==> src/rtl/id_ex_stage.sv <==
// ============================================================================
// id_ex_stage : ID/EX pipeline register with load-use hazard detection.
//               Optional performance counters under `define PERF_CNT_EN.
// Revision    : 1.0
// ============================================================================
`default_nettype none

module id_ex_stage #(
  parameter int XLEN  = 32,
  parameter int CNT_W = 32
) (
  input  logic             clk,
  input  logic             rstn,
  input  logic             hold_i,
  input  logic             flush_i,
  input  logic             id_valid_i,
  input  logic [18:0]      id_ctrl_i,
  input  logic [XLEN-1:0]  id_pc_i,
  input  logic [4:0]       id_rs1_i,
  input  logic [4:0]       id_rs2_i,
  input  logic [4:0]       id_rd_i,
  input  logic [XLEN-1:0]  id_rdata1_i,
  input  logic [XLEN-1:0]  id_rdata2_i,
  input  logic [XLEN-1:0]  id_imm_i,
  output logic             stall_o,
  output logic             ex_valid_o,
  output logic [18:0]      ex_ctrl_o,
  output logic [XLEN-1:0]  ex_pc_o,
  output logic [4:0]       ex_rs1_o,
  output logic [4:0]       ex_rs2_o,
  output logic [4:0]       ex_rd_o,
  output logic [XLEN-1:0]  ex_rdata1_o,
  output logic [XLEN-1:0]  ex_rdata2_o,
  output logic [XLEN-1:0]  ex_imm_o,
  output logic [CNT_W-1:0] stall_cnt_o,
  output logic [CNT_W-1:0] flush_cnt_o
);

  logic             valid_q,  valid_d;
  logic [18:0]      ctrl_q,   ctrl_d;
  logic [XLEN-1:0]  pc_q,     pc_d;
  logic [4:0]       rs1_q,    rs1_d;
  logic [4:0]       rs2_q,    rs2_d;
  logic [4:0]       rd_q,     rd_d;
  logic [XLEN-1:0]  rdata1_q, rdata1_d;
  logic [XLEN-1:0]  rdata2_q, rdata2_d;
  logic [XLEN-1:0]  imm_q,    imm_d;

  logic        load_use;
  logic        bubble;
  logic [18:0] ctrl_gated;

  // Conservative: rs fields are compared regardless of instruction format.
  assign load_use = valid_q & ctrl_q[16] & (rd_q != 5'd0) & id_valid_i &
                    ((rd_q == id_rs1_i) | (rd_q == id_rs2_i));

  assign stall_o = load_use & ~flush_i & ~hold_i;
  assign bubble  = flush_i | load_use;

  always_comb begin
    ctrl_gated      = id_ctrl_i;
    ctrl_gated[18]  = id_ctrl_i[18] & (id_rd_i != 5'd0) & id_valid_i;
    ctrl_gated[17]  = id_ctrl_i[17] & id_valid_i;
    ctrl_gated[16]  = id_ctrl_i[16] & id_valid_i;
    ctrl_gated[2:0] = id_ctrl_i[2:0] & {3{id_valid_i}};
  end

  always_comb begin
    valid_d  = valid_q;
    ctrl_d   = ctrl_q;
    pc_d     = pc_q;
    rs1_d    = rs1_q;
    rs2_d    = rs2_q;
    rd_d     = rd_q;
    rdata1_d = rdata1_q;
    rdata2_d = rdata2_q;
    imm_d    = imm_q;
    if (!hold_i) begin
      pc_d     = id_pc_i;
      rs1_d    = id_rs1_i;
      rs2_d    = id_rs2_i;
      rd_d     = id_rd_i;
      rdata1_d = id_rdata1_i;
      rdata2_d = id_rdata2_i;
      imm_d    = id_imm_i;
      if (bubble) begin
        valid_d = 1'b0;
        ctrl_d  = 19'd0;
      end else begin
        valid_d = id_valid_i;
        ctrl_d  = ctrl_gated;
      end
    end
  end

  always_ff @(posedge clk or negedge rstn) begin
    if (!rstn) begin
      valid_q  <= 1'b0;
      ctrl_q   <= '0;
      pc_q     <= '0;
      rs1_q    <= '0;
      rs2_q    <= '0;
      rd_q     <= '0;
      rdata1_q <= '0;
      rdata2_q <= '0;
      imm_q    <= '0;
    end else begin
      valid_q  <= valid_d;
      ctrl_q   <= ctrl_d;
      pc_q     <= pc_d;
      rs1_q    <= rs1_d;
      rs2_q    <= rs2_d;
      rd_q     <= rd_d;
      rdata1_q <= rdata1_d;
      rdata2_q <= rdata2_d;
      imm_q    <= imm_d;
    end
  end

  assign ex_valid_o  = valid_q;
  assign ex_ctrl_o   = ctrl_q;
  assign ex_pc_o     = pc_q;
  assign ex_rs1_o    = rs1_q;
  assign ex_rs2_o    = rs2_q;
  assign ex_rd_o     = rd_q;
  assign ex_rdata1_o = rdata1_q;
  assign ex_rdata2_o = rdata2_q;
  assign ex_imm_o    = imm_q;

`ifdef PERF_CNT_EN
  localparam logic [CNT_W-1:0] CNT_ONE = {{(CNT_W-1){1'b0}}, 1'b1};

  logic [CNT_W-1:0] stall_cnt_q, stall_cnt_d;
  logic [CNT_W-1:0] flush_cnt_q, flush_cnt_d;

  always_comb begin
    stall_cnt_d = stall_cnt_q;
    flush_cnt_d = flush_cnt_q;
    if (!hold_i) begin
      if (flush_i)       flush_cnt_d = flush_cnt_q + CNT_ONE;
      else if (load_use) stall_cnt_d = stall_cnt_q + CNT_ONE;
    end
  end

  always_ff @(posedge clk or negedge rstn) begin
    if (!rstn) begin
      stall_cnt_q <= '0;
      flush_cnt_q <= '0;
    end else begin
      stall_cnt_q <= stall_cnt_d;
      flush_cnt_q <= flush_cnt_d;
    end
  end

  assign stall_cnt_o = stall_cnt_q;
  assign flush_cnt_o = flush_cnt_q;
`else
  assign stall_cnt_o = '0;
  assign flush_cnt_o = '0;
`endif

endmodule

`default_nettype wire
==> config.mk <==
export PLATFORM = sky130hd
export DESIGN_NAME = id_ex_stage
export DESIGN_NICKNAME = d
export VERILOG_FILES = /design/src/rtl/id_ex_stage.sv
export SDC_FILE = /design/constraint.sdc
export NUM_CORES = 1
export LEC_CHECK = 0
export BUFFER_PORTS_ARGS = -buffer_cell sky130_fd_sc_hd__buf_2
export CORE_AREA = 2 2 154 156
export CTS_BUF_LIST = sky130_fd_sc_hd__clkbuf_8 sky130_fd_sc_hd__clkbuf_16
export DETAILED_ROUTE_END_ITERATION = 8
export DIE_AREA = 0 0 156 158
export GPL_ROUTABILITY_DRIVEN = 0
export SYNTH_ARGS = -nofsm -noshare
export SYNTH_HDL_FRONTEND = slang
export SYNTH_SLANG_ARGS = --single-unit
==> constraint.sdc <==
create_clock -name clk -period 1.99 [get_ports clk]
set_input_delay 0.2985 -clock clk [delete_from_list [all_inputs] [get_ports clk]]
set_output_delay 0.2985 -clock clk [all_outputs]
set_load 0.01 [all_outputs]
==> impl_metrics.env, run 1 <==
export IMPL_fin_cells=1141
export IMPL_die_y_um=158
export IMPL_grt_setup_unrepaired="true"
export IMPL_rrSetupSlack_ps=150
export IMPL_netlist_area_um2=6979
export IMPL_num_vias=4897
export IMPL_total_power_mw=8.588
export IMPL_dieArea_um2=24650
export IMPL_holdWs_ps=106.1
export IMPL_hold_path_class="in -> reg"
export IMPL_clk_latency_ps=410
export IMPL_die_w_um=156
export IMPL_hold_depth=2
export IMPL_synth_compound_area_share_pct=4.105
export IMPL_multi_input_area_um2=2556
export IMPL_fin_crit_sh_pct=108.1
export IMPL_ys_warn_count=0
export IMPL_synth_area_per_cell_um2=14.13
export IMPL_r2r_start="ex_rd_o[2]"
export IMPL_regArea_um2=4080
export IMPL_cts_sinks=163
export IMPL_skew_ps=9.168
export IMPL_max_freq_ghz=0.4647
export IMPL_yosysSeqAreaShare_pct=58.44
export IMPL_cts_made_buffers=17
export IMPL_ir_drop_mv=0.4722
export IMPL_rr_endpoint="ex_ctrl_o[18]"
export IMPL_gr_total_overflow=0
export IMPL_postRouteAntennaNets=0
export IMPL_hold_end="ex_rdata2_o[16]"
export IMPL_status="complete, but fails checks"
export IMPL_antenna_found_initial=4
export IMPL_grt_pass1_wl_um=26500
export IMPL_start_util_pct=30.28
export IMPL_wire_per_inst_um=15.30
export IMPL_maxCapViolCount=0
export IMPL_cts_buffer_depth=2
export IMPL_grt_use_total_pct=13.84
export IMPL_yosys_area_share_adder_pct=0
export IMPL_cts_reportedPaths_clkPinSlew_ps=70
export IMPL_htree_levels=4
export IMPL_ctsRootBufferMaster="clkbuf_16"
export IMPL_area_delta_synth_final_pct=36.14
export IMPL_synth_cell_types=23
export IMPL_muxShareOfSynthArea_pct=23.07
export IMPL_portBuffers=330
export IMPL_via_per_inst=4.292
export IMPL_drive_gt1_share_pct=64.19
export IMPL_worstSetupEndpointType="output pin"
export IMPL_slew_viol_final=0
export IMPL_grt_max_degree=60
export IMPL_violations="setup timing"
export IMPL_worst_pin_slew_ps=562.0
export IMPL_worstSetupStartpointType="flop"
export IMPL_fin_area_um2=9502
export IMPL_dp_cells=1100
export IMPL_synth_xor_area_share_pct=1.255
export IMPL_fp_coreArea_um2=23050
export IMPL_synth_seq_cells=163
export IMPL_arrival_ps=1850
export IMPL_rows=56
export IMPL_path_max_fanout=4
export IMPL_relSlewSlack_pct=62.53
export IMPL_io_pins=395
export IMPL_fin_nets=1003
export IMPL_setup_viol=1
export IMPL_firstDrtPassIters=4
export IMPL_hp_start="id_rdata2_i[16]"
export IMPL_cts_tree="yes"
export IMPL_min_period_ps=2152
export IMPL_synth_top_family_by_area="multiplexers"
export IMPL_worst_slack_ps=-161.8
export IMPL_drc=0
export IMPL_syn_inst=494
export IMPL_utilization_pct=41.22
export IMPL_power_density_nw_per_um2=903.9
export IMPL_fillerInstances=2286
export IMPL_power_leakage_nw=4.595
export IMPL_grt_pass1_vias=4924
export IMPL_drtIter0Drc=140
export IMPL_worst_ep_required_time_ps=1690
export IMPL_worstRegToRegCells=5
export IMPL_dp_hpwl_um=12850
export IMPL_path_class="reg -> out"
export IMPL_drt_wl_total_um=17460
export IMPL_post_dp_cell_area_um2=8811
export IMPL_hold_viol_final=0
export IMPL_synthSimpleGateAreaFrac_pct=4.123
==> metal layers <==
metal  wire, um  part of all wire, %  global-route usage [%]  vias up
li1           -                    -                       -     2292
met1       7092                   41                   16.41     2368
met2       8803                   50                   23.94      220
met3       1345                  7.7                   4.708       13
met4        189                  1.1                   3.932        4
met5         33                 0.19                       0        -
==> per-stage QoR <==
step / setup slack (ps) / TNS, ps
floorplan: 222.6 / 0
global placement: 185.3 / 0
detailed placement: 146.0 / 0
CTS: -179.1 / -179.1
global route: -229.6 / -229.6
finish: -161.8 / -161.8
==> cells by family (layout without fill, tap and decap cells) <==
logic type	after synthesis	after routing
flops	163	163
compound gates	43	43
simple gates	40	40
buf+inv	94	386
mux	143	143
xor+xnor	10	10
other cells	1	66
==> cells in the mapped netlist <==
cell type,count,area (um^2)
dfrtp_1,163,4079
mux2_2,143,1610
buf_4,65,488.0
o21ai_0,18,90.09
buf_2,16,80.08
a22oi_1,14,105.1
nor3b_1,13,97.59
or3b_2,13,113.9
clkbuf_1,11,41.29
xnor2_1,10,87.58
nand2_1,8,30.03
a32oi_1,6,52.55
nand3_1,2,10.01
o21ai_1,2,10.01
or4_1,2,15.01
buf_6,1,11.26
conb_1,1,3.750
inv_1,1,3.750
nor3b_2,1,12.51
nor4b_1,1,8.760
o2111ai_2,1,15.01
o21a_1,1,7.510
o22ai_1,1,6.260
==> report_power, final <==
group	internal, mW	leakage [nW]	switching, mW
clock	1.90	0.284	1.42
sequential	3.65	1.92	0.169
combinational	0.723	2.39	0.726
==> state kept, by name, summed over array words and instances (netlist names) <==
register,flops
ex_ctrl_o,19
ex_imm_o,32
ex_pc_o,32
ex_rd_o,5
ex_rdata1_o,32
ex_rdata2_o,32
ex_rs1_o,5
ex_rs2_o,5
ex_valid_o,1
==> how the worst max path moves through the flow <==
stage                     from      endpoint  cells past startpoint
detailed placement  ex_rd_o[1]  ex_ctrl_o[1]                      5
finish              ex_rd_o[2]       stall_o                      4
global route        ex_rd_o[2]       stall_o                      4
floorplan           ex_rd_o[1]       stall_o                      4
CTS                 ex_rd_o[2]       stall_o                      4
global placement    ex_rd_o[1]  ex_ctrl_o[1]                      5
==> area by class of cell <==
| class | instances | area share [%] |
|---|---|---|
| multi-input cells | 300 | 26.90 |
| flip-flops and latches | 163 | 42.94 |
| repair buffers | 353 | 20.02 |
| clock inverters | 14 | 1.607 |
| clock buffers | 18 | 4.622 |
| diodes | 2 | 0.05267 |
| inverters | 1 | 0.03950 |
| well taps | 290 | 3.819 |
==> what timing repair did <==
action / 4_1_cts / 5_1_grt
resized for setup: 4 / 2
pin swaps: 2 / 3
buffers inserted: 5 / 3
endpoints found under the hold margin: 42 / 0
hold buffers: 1 / 0
endpoints found under the setup margin: 1 / 10
==> cells in the final DEF (no fill, tap or decap), types with 8 or more instances in the layout <==
| master | count |
|---|---|
| a22oi_1 | 14 |
| buf_2 | 328 |
| buf_4 | 17 |
| clkbuf_16 | 17 |
| conb_1 | 64 |
| dfrtp_1 | 162 |
| mux2_2 | 143 |
| nand2_1 | 8 |
| nor3b_1 | 13 |
| o21ai_0 | 18 |
| or3b_2 | 13 |
| xnor2_1 | 9 |
==> worst max-delay path, cell delays in order (launching register included) <==
cell	delay, ps
dfrtp_1	410
or4_4	550
o2111ai_4	230
nor4b_4	70
buf_2	170
Power figures use the tool's default switching activity.
==> run 2, diff against run 1 <==
--- a/config.mk
+++ b/config.mk
@@ -5,12 +5,14 @@
 export SDC_FILE = /design/constraint.sdc
 export NUM_CORES = 1
 export LEC_CHECK = 0
+export ABC_AREA = 1
 export BUFFER_PORTS_ARGS = -buffer_cell sky130_fd_sc_hd__buf_2
-export CORE_AREA = 2 2 154 156
+export CORE_AREA = 2 2 153 155
 export CTS_BUF_LIST = sky130_fd_sc_hd__clkbuf_8 sky130_fd_sc_hd__clkbuf_16
 export DETAILED_ROUTE_END_ITERATION = 8
-export DIE_AREA = 0 0 156 158
+export DIE_AREA = 0 0 155 157
 export GPL_ROUTABILITY_DRIVEN = 0
+export GPL_TIMING_DRIVEN = 0
 export SYNTH_ARGS = -nofsm -noshare
 export SYNTH_HDL_FRONTEND = slang
 export SYNTH_SLANG_ARGS = --single-unit
==> impl_metrics.env, run 2 <==
export IMPL_status="completed"
export IMPL_hp_start="id_imm_i[26]"
export IMPL_yosysSeqAreaShare_pct=59.27
export IMPL_synth_top_area_share_pct=59.27
export IMPL_synth_top_family_by_area="simple AND/OR/NAND/NOR gates"
export IMPL_worstSetupEndpointType="output pin"
export IMPL_cts_tree="yes"
export IMPL_grt_setup_unrepaired="true"
export IMPL_drc=0
export IMPL_die_y_um=157
export IMPL_fin_nets=1400
export IMPL_clk_latency_ps=420
export IMPL_wire_per_inst_um=13.98
export IMPL_synth_edf_count=0
export IMPL_relSlewSlack_pct=54.94
export IMPL_hold_end="ex_imm_o[26]"
export IMPL_grt_pass1_wl_um=32590
export IMPL_yosys_area_share_adder_pct=0
export IMPL_dieArea_um2=24340
export IMPL_synth_main_ff_cell="dfrtp_1"
export IMPL_worst_ep_required_time_ps=1690
export IMPL_area_delta_synth_final_pct=43.16
export IMPL_worst_slack_ps=55.66
export IMPL_highest_layer="met4"
export IMPL_path_class="reg -> out"
export IMPL_met1_length_um=9072
export IMPL_route_met3_wl_um=1441
export IMPL_muxShareOfSynthArea_pct=0
export IMPL_power_density_nw_per_um2=872.6
export IMPL_rows=55
export IMPL_fin_crit_sh_pct=97.20
export IMPL_synth_most_common_cell="nand2_1"
export IMPL_synthArstFlopShare_pct=100.0
export IMPL_maxCapViolCount=0
export IMPL_portBuffers=329
export IMPL_skew_ps=16.82
export IMPL_critPathLaunch="ex_rd_o[1]"
export IMPL_netlist_area_um2=6882
export IMPL_wl_met2_um=10510
export IMPL_synth_area_per_cell_um2=8.444
export IMPL_io_pins=395
export IMPL_htree_levels=4
export IMPL_r2r_start="ex_rd_o[1]"
export IMPL_cts_sinks=163
export IMPL_min_period_ps=1934
export IMPL_layout_commonest_cell="nand2_1"
export IMPL_fp_coreArea_um2=22500
export IMPL_layout_common_cells="nand2_1 (466), buf_2 (344), dfrtp_1 (160), buf_4 (71), conb_1 (64)"
export IMPL_synth_compound_area_share_pct=0.8727
export IMPL_path_max_fanout=5
export IMPL_via_per_inst=4.114
export IMPL_hold_depth=3
export IMPL_synthSimpleGateAreaFrac_pct=28.62
export IMPL_die_w_um=155
export IMPL_synth_top_area_cell="dfrtp_1"
export IMPL_synth_cell_types=16
export IMPL_cts_buffer_depth=2
export IMPL_hold_path_class="in -> reg"
export IMPL_cts_made_buffers=17
export IMPL_antenna_found_initial=2
export IMPL_worstSetupStartpointType="flop"
export IMPL_arrival_ps=1640
export IMPL_setup_viol=0
export IMPL_gr_total_overflow=0
export IMPL_ctsRootBufferMaster="clkbuf_16"
export IMPL_place_ws_ps=311.2
export IMPL_num_vias=6302
export IMPL_worstRegToRegCells=13
export IMPL_postRouteAntennaNets=0
export IMPL_total_power_mw=8.597
export IMPL_worst_pin_slew_ps=675.9
export IMPL_firstDrtPassIters=4
export IMPL_synthTopCellsByCount="nand2_1 (468), dfrtp_1 (163), buf_4 (65)"
export IMPL_fillerInstances=2288
export IMPL_rr_endpoint="ex_ctrl_o[0]"
export IMPL_drt_wl_total_um=21420
export IMPL_rrSetupSlack_ps=260
export IMPL_dp_hpwl_um=16140
export IMPL_fin_cells=1532
export IMPL_max_freq_ghz=0.5170
export IMPL_drive_gt1_share_pct=37.32
export IMPL_syn_inst=815
export IMPL_ir_drop_mv=0.4594
export IMPL_slew_viol_final=0
export IMPL_ys_top_cells_by_area="dfrtp_1 (59%), nand2_1 (26%), buf_4 (7.1%)"
export IMPL_synth_seq_cells=163
export IMPL_grt_max_degree=97
export IMPL_grt_pass1_vias=6039
export IMPL_hold_viol_final=0
export IMPL_ys_warn_count=0
export IMPL_cts_reportedPaths_clkPinSlew_ps=70
export IMPL_synth_xor_area_share_pct=0.2545
export IMPL_grt_use_total_pct=17.18
export IMPL_dp_cells=1493
export IMPL_power_leakage_nw=5.960
export IMPL_start_util_pct=30.58
export IMPL_drtIter0Drc=362
==> run 2: cell types whose count changed after synthesis, moves of 5 or more <==
cell,previous run,this run
nand2_1,8,468
mux2_2,143,0
nand3_1,2,23
inv_1,1,20
nor2_1,0,15
a22oi_1,14,0
nor3b_1,13,0
or3b_2,13,0
xnor2_1,10,2
clkbuf_1,11,18
a32oi_1,6,0
o21ai_0,18,12
inv_2,0,5
==> run 2: kinds of logic after synthesis <==
family / count (synthesis)
compound gates: 12
buf+inv: 126
other cells: 1
xor+xnor: 2
simple gates: 511
flops: 163
==> run 2: worst max path at each step <==
stage                     endpoint  slack (ps)  cells after the start
floorplan                  stall_o         550                      9
global placement    ex_rdata2_o[6]       -2080                      1
detailed placement         stall_o         310                     10
CTS                        stall_o         -80                     10
global route               stall_o         -90                      9
finish                     stall_o          60                      9
==> run 2: layout make-up <==
class                      instances  area (um^2)  share of cell area, %
sequential                       163         4083                  41.44
multi-input combinational        589         2300                  23.34
timing repair buffer             337         1739                  17.65
buffer                           100        646.9                  6.566
clock buffer                      18        439.2                  4.458
tap                              285        356.6                  3.620
clock inverter                    14        191.4                  1.943
inverter                          25        93.84                 0.9525
antenna                            1        2.502                0.02540
==> run 2: worst max-delay path, cell delays in order, from the launching register on <==
cell and delay, ps:
dfrtp_1 420, inv_2 70, nand2_2 70, nand2_2 50, nor2_2 100, nand3_1 80, nand2_1 90, nand2_2 80
nor3_4 100, buf_2 150
==> run 2: per-stage QoR <==
step / TNS [ps] / hold slack [ps] / cell area, um^2 / util (%)
after floorplan: 0 / 2.909 / 7118 / -
after global placement: -336310 / 458.0 / 9121 / 40.53
after detailed placement: 0 / 294.9 / 9159 / 40.70
after CTS: -75.61 / 42.73 / 9822 / 43.65
after global routing: -91.93 / 49.46 / 9849 / 43.77
final: 0 / 65.52 / 9852 / 43.78
==> run 2: layer usage <==
metal / global-route usage (%) / vias up
li1: - / 3173
met1: 21.41 / 2861
met2: 29.12 / 239
met3: 4.405 / 29
met4: 5.820 / 0
met5: 0 / -
==> run 2: timing repair <==
| action | CTS | global route |
|---|---|---|
| gates resized for setup | 4 | 5 |
| pin swaps | 4 | 9 |
| hold buffers | 1 | 0 |
| setup endpoints to repair | 1 | 1 |
| buffers inserted | 2 | 4 |
| hold endpoints to repair | 67 | 0 |
==> run 2: report_power, final <==
part / switching, mW / internal, mW / total, mW
clock: 1.53 / 1.95 / 3.48
combinational: 0.787 / 0.568 / 1.35
sequential: 0.164 / 3.60 / 3.76
==> run 3, diff against run 2 <==
--- a/config.mk
+++ b/config.mk
@@ -13,6 +13,7 @@
 export DIE_AREA = 0 0 155 157
 export GPL_ROUTABILITY_DRIVEN = 0
 export GPL_TIMING_DRIVEN = 0
+export REMOVE_ABC_BUFFERS = 1
 export SYNTH_ARGS = -nofsm -noshare
 export SYNTH_HDL_FRONTEND = slang
 export SYNTH_SLANG_ARGS = --single-unit
==> constraint.sdc (replaced) <==
create_clock -name clk -period 1.99 [get_ports clk]
set_input_delay 0.4975 -clock clk [delete_from_list [all_inputs] [get_ports clk]]
set_output_delay 0.4975 -clock clk [all_outputs]
set_load 0.01 [all_outputs]
==> impl_metrics.env, run 3 (synthesized netlist as in run 2, its figures left out) <==
export IMPL_status="complete, but fails checks"
export IMPL_gr_total_overflow=0
export IMPL_fin_nets=1300
export IMPL_hold_viol_final=0
export IMPL_power_leakage_nw=5.507
export IMPL_ctsRootBufferMaster="clkbuf_16"
export IMPL_post_dp_cell_area_um2=8572
export IMPL_area_delta_synth_final_pct=33.47
export IMPL_drc=0
export IMPL_wire_per_inst_um=13.32
export IMPL_grt_use_total_pct=15.48
export IMPL_via_per_inst=4.139
export IMPL_cts_sinks=163
export IMPL_rr_endpoint="ex_ctrl_o[17]"
export IMPL_worstRegToRegCells=11
export IMPL_setup_viol=1
export IMPL_power_density_nw_per_um2=884.7
export IMPL_dieArea_um2=24340
export IMPL_path_class="reg -> out"
export IMPL_fillerInstances=2343
export IMPL_critPathLaunch="ex_rd_o[4]"
export IMPL_start_util_pct=30.58
export IMPL_fin_crit_sh_pct=108.4
export IMPL_r2r_start="ex_rd_o[0]"
export IMPL_die_y_um=157
export IMPL_dp_cells=1395
export IMPL_postRouteAntennaNets=0
export IMPL_antenna_found_initial=1
export IMPL_cts_buffer_depth=2
export IMPL_skew_ps=9.429
export IMPL_hold_path_class="in -> async"
export IMPL_cts_reportedPaths_clkPinSlew_ps=70
export IMPL_num_vias=5919
export IMPL_grt_pass1_vias=5756
export IMPL_finalSetupTns_ps=-167.4
export IMPL_cts_tree="yes"
export IMPL_layout_commonest_cell="nand2_1"
export IMPL_max_freq_ghz=0.4635
export IMPL_maxCapViolCount=0
export IMPL_drtIter0Drc=318
export IMPL_io_pins=395
export IMPL_crit_end="stall_o"
export IMPL_rows=55
export IMPL_grt_setup_unrepaired="true"
export IMPL_htree_levels=4
export IMPL_drt_wl_total_um=19050
export IMPL_fp_coreArea_um2=22500
export IMPL_diodes=0
export IMPL_ir_drop_mv=0.5038
export IMPL_portBuffers=330
export IMPL_fin_area_um2=9185
export IMPL_die_w_um=155
export IMPL_worstSetupStartpointType="flop"
export IMPL_firstDrtPassIters=5
export IMPL_cts_hold_buf=0
export IMPL_worst_pin_slew_ps=1007
export IMPL_holdWs_ps=28.18
export IMPL_arrival_ps=1660
export IMPL_cts_made_buffers=17
export IMPL_grt_max_degree=92
export IMPL_relSlewSlack_pct=32.61
export IMPL_slew_viol_final=0
export IMPL_violations="setup timing"
export IMPL_fin_cells=1430
export IMPL_worst_slack_ps=-167.4
export IMPL_rrSetupSlack_ps=400
export IMPL_path_max_fanout=5
export IMPL_worst_ep_required_time_ps=1490
export IMPL_dp_hpwl_um=13330
export IMPL_min_period_ps=2157
export IMPL_clk_latency_ps=420
export IMPL_worstSetupEndpointType="output pin"
export IMPL_drive_gt1_share_pct=33.19
export IMPL_grt_pass1_wl_um=29650
export IMPL_layout_common_cells="nand2_1 (467), buf_2 (328), dfrtp_1 (160), conb_1 (64), nand3_1 (23)"
run 3: cell count changes in the layout (fill, tap and decap cells not counted), moves of 3 or more:
cell,previous run,this run
buf_2,344,328
clkbuf_1,18,0
buf_4,71,3
clkinv_8,3,0
run 3: worst min path at each step:
stage | endpoint | start
floorplan | ex_ctrl_o[0] | rstn
global placement | ex_rdata2_o[9] | ex_rdata2_o[9]
detailed placement | ex_rdata2_o[24] | ex_rdata2_o[24]
CTS | ex_ctrl_o[5] | rstn
global route | ex_ctrl_o[5] | rstn
finish | ex_ctrl_o[5] | rstn
run 3: power by group:
group / internal, mW / leakage [nW] / switching (mW) / total [mW]
registers: 3.60 / 2.00 / 0.153 / 3.75
logic: 0.481 / 3.23 / 0.749 / 1.23
clock network: 1.68 / 0.278 / 1.47 / 3.14
total: 5.76 / 5.51 / 2.37 / 8.13
run 3: through the flow:
stage / setup WS, ps / power, mW / util, %
global placement: -4275 / 5.033 / 37.63
global route: -329.4 / 8.607 / 40.82
finish: -167.4 / 8.126 / 40.82
detailed placement: -191.9 / 5.049 / 38.09
floorplan: 62.12 / 4.330 / -
CTS: -213.2 / 8.260 / 40.76
run 3: metal layers:
layer | vias up | track usage [%] | part of all wire (%)
met1 | 2673 | 18.72 | 41
met3 | 25 | 5.011 | 7.9
met2 | 246 | 26.12 | 49
met5 | - | 0 | 0.058
met4 | 2 | 5.247 | 1.8
li1 | 2973 | - | -
run 3: critical path: stages (launching register included):
cell,delay [ps]
dfrtp_2,450
nand2_1,80
nand2_1,50
nor2_1,120
nand3_1,120
nand2_4,120
nand2_8,60
nor3_4,100
buf_2,150
run 3: layout make-up:
class | count | area, um^2 | area share (%)
flip-flops and latches | 163 | 4083 | 44.45
well taps | 285 | 356.6 | 3.882
inverters | 25 | 98.84 | 1.076
clock inverters | 13 | 117.6 | 1.280
multi-input cells | 590 | 2317 | 25.23
clock buffers | 18 | 439.2 | 4.781
repair buffers | 336 | 1773 | 19.30
run 3: what timing repair did:
item	in CTS	in global routing
gates cloned	1	0
setup endpoints to repair	1	1
gates resized for setup	5	3
pin swaps	3	6
hold endpoints to repair	0	0
buffers inserted	2	1
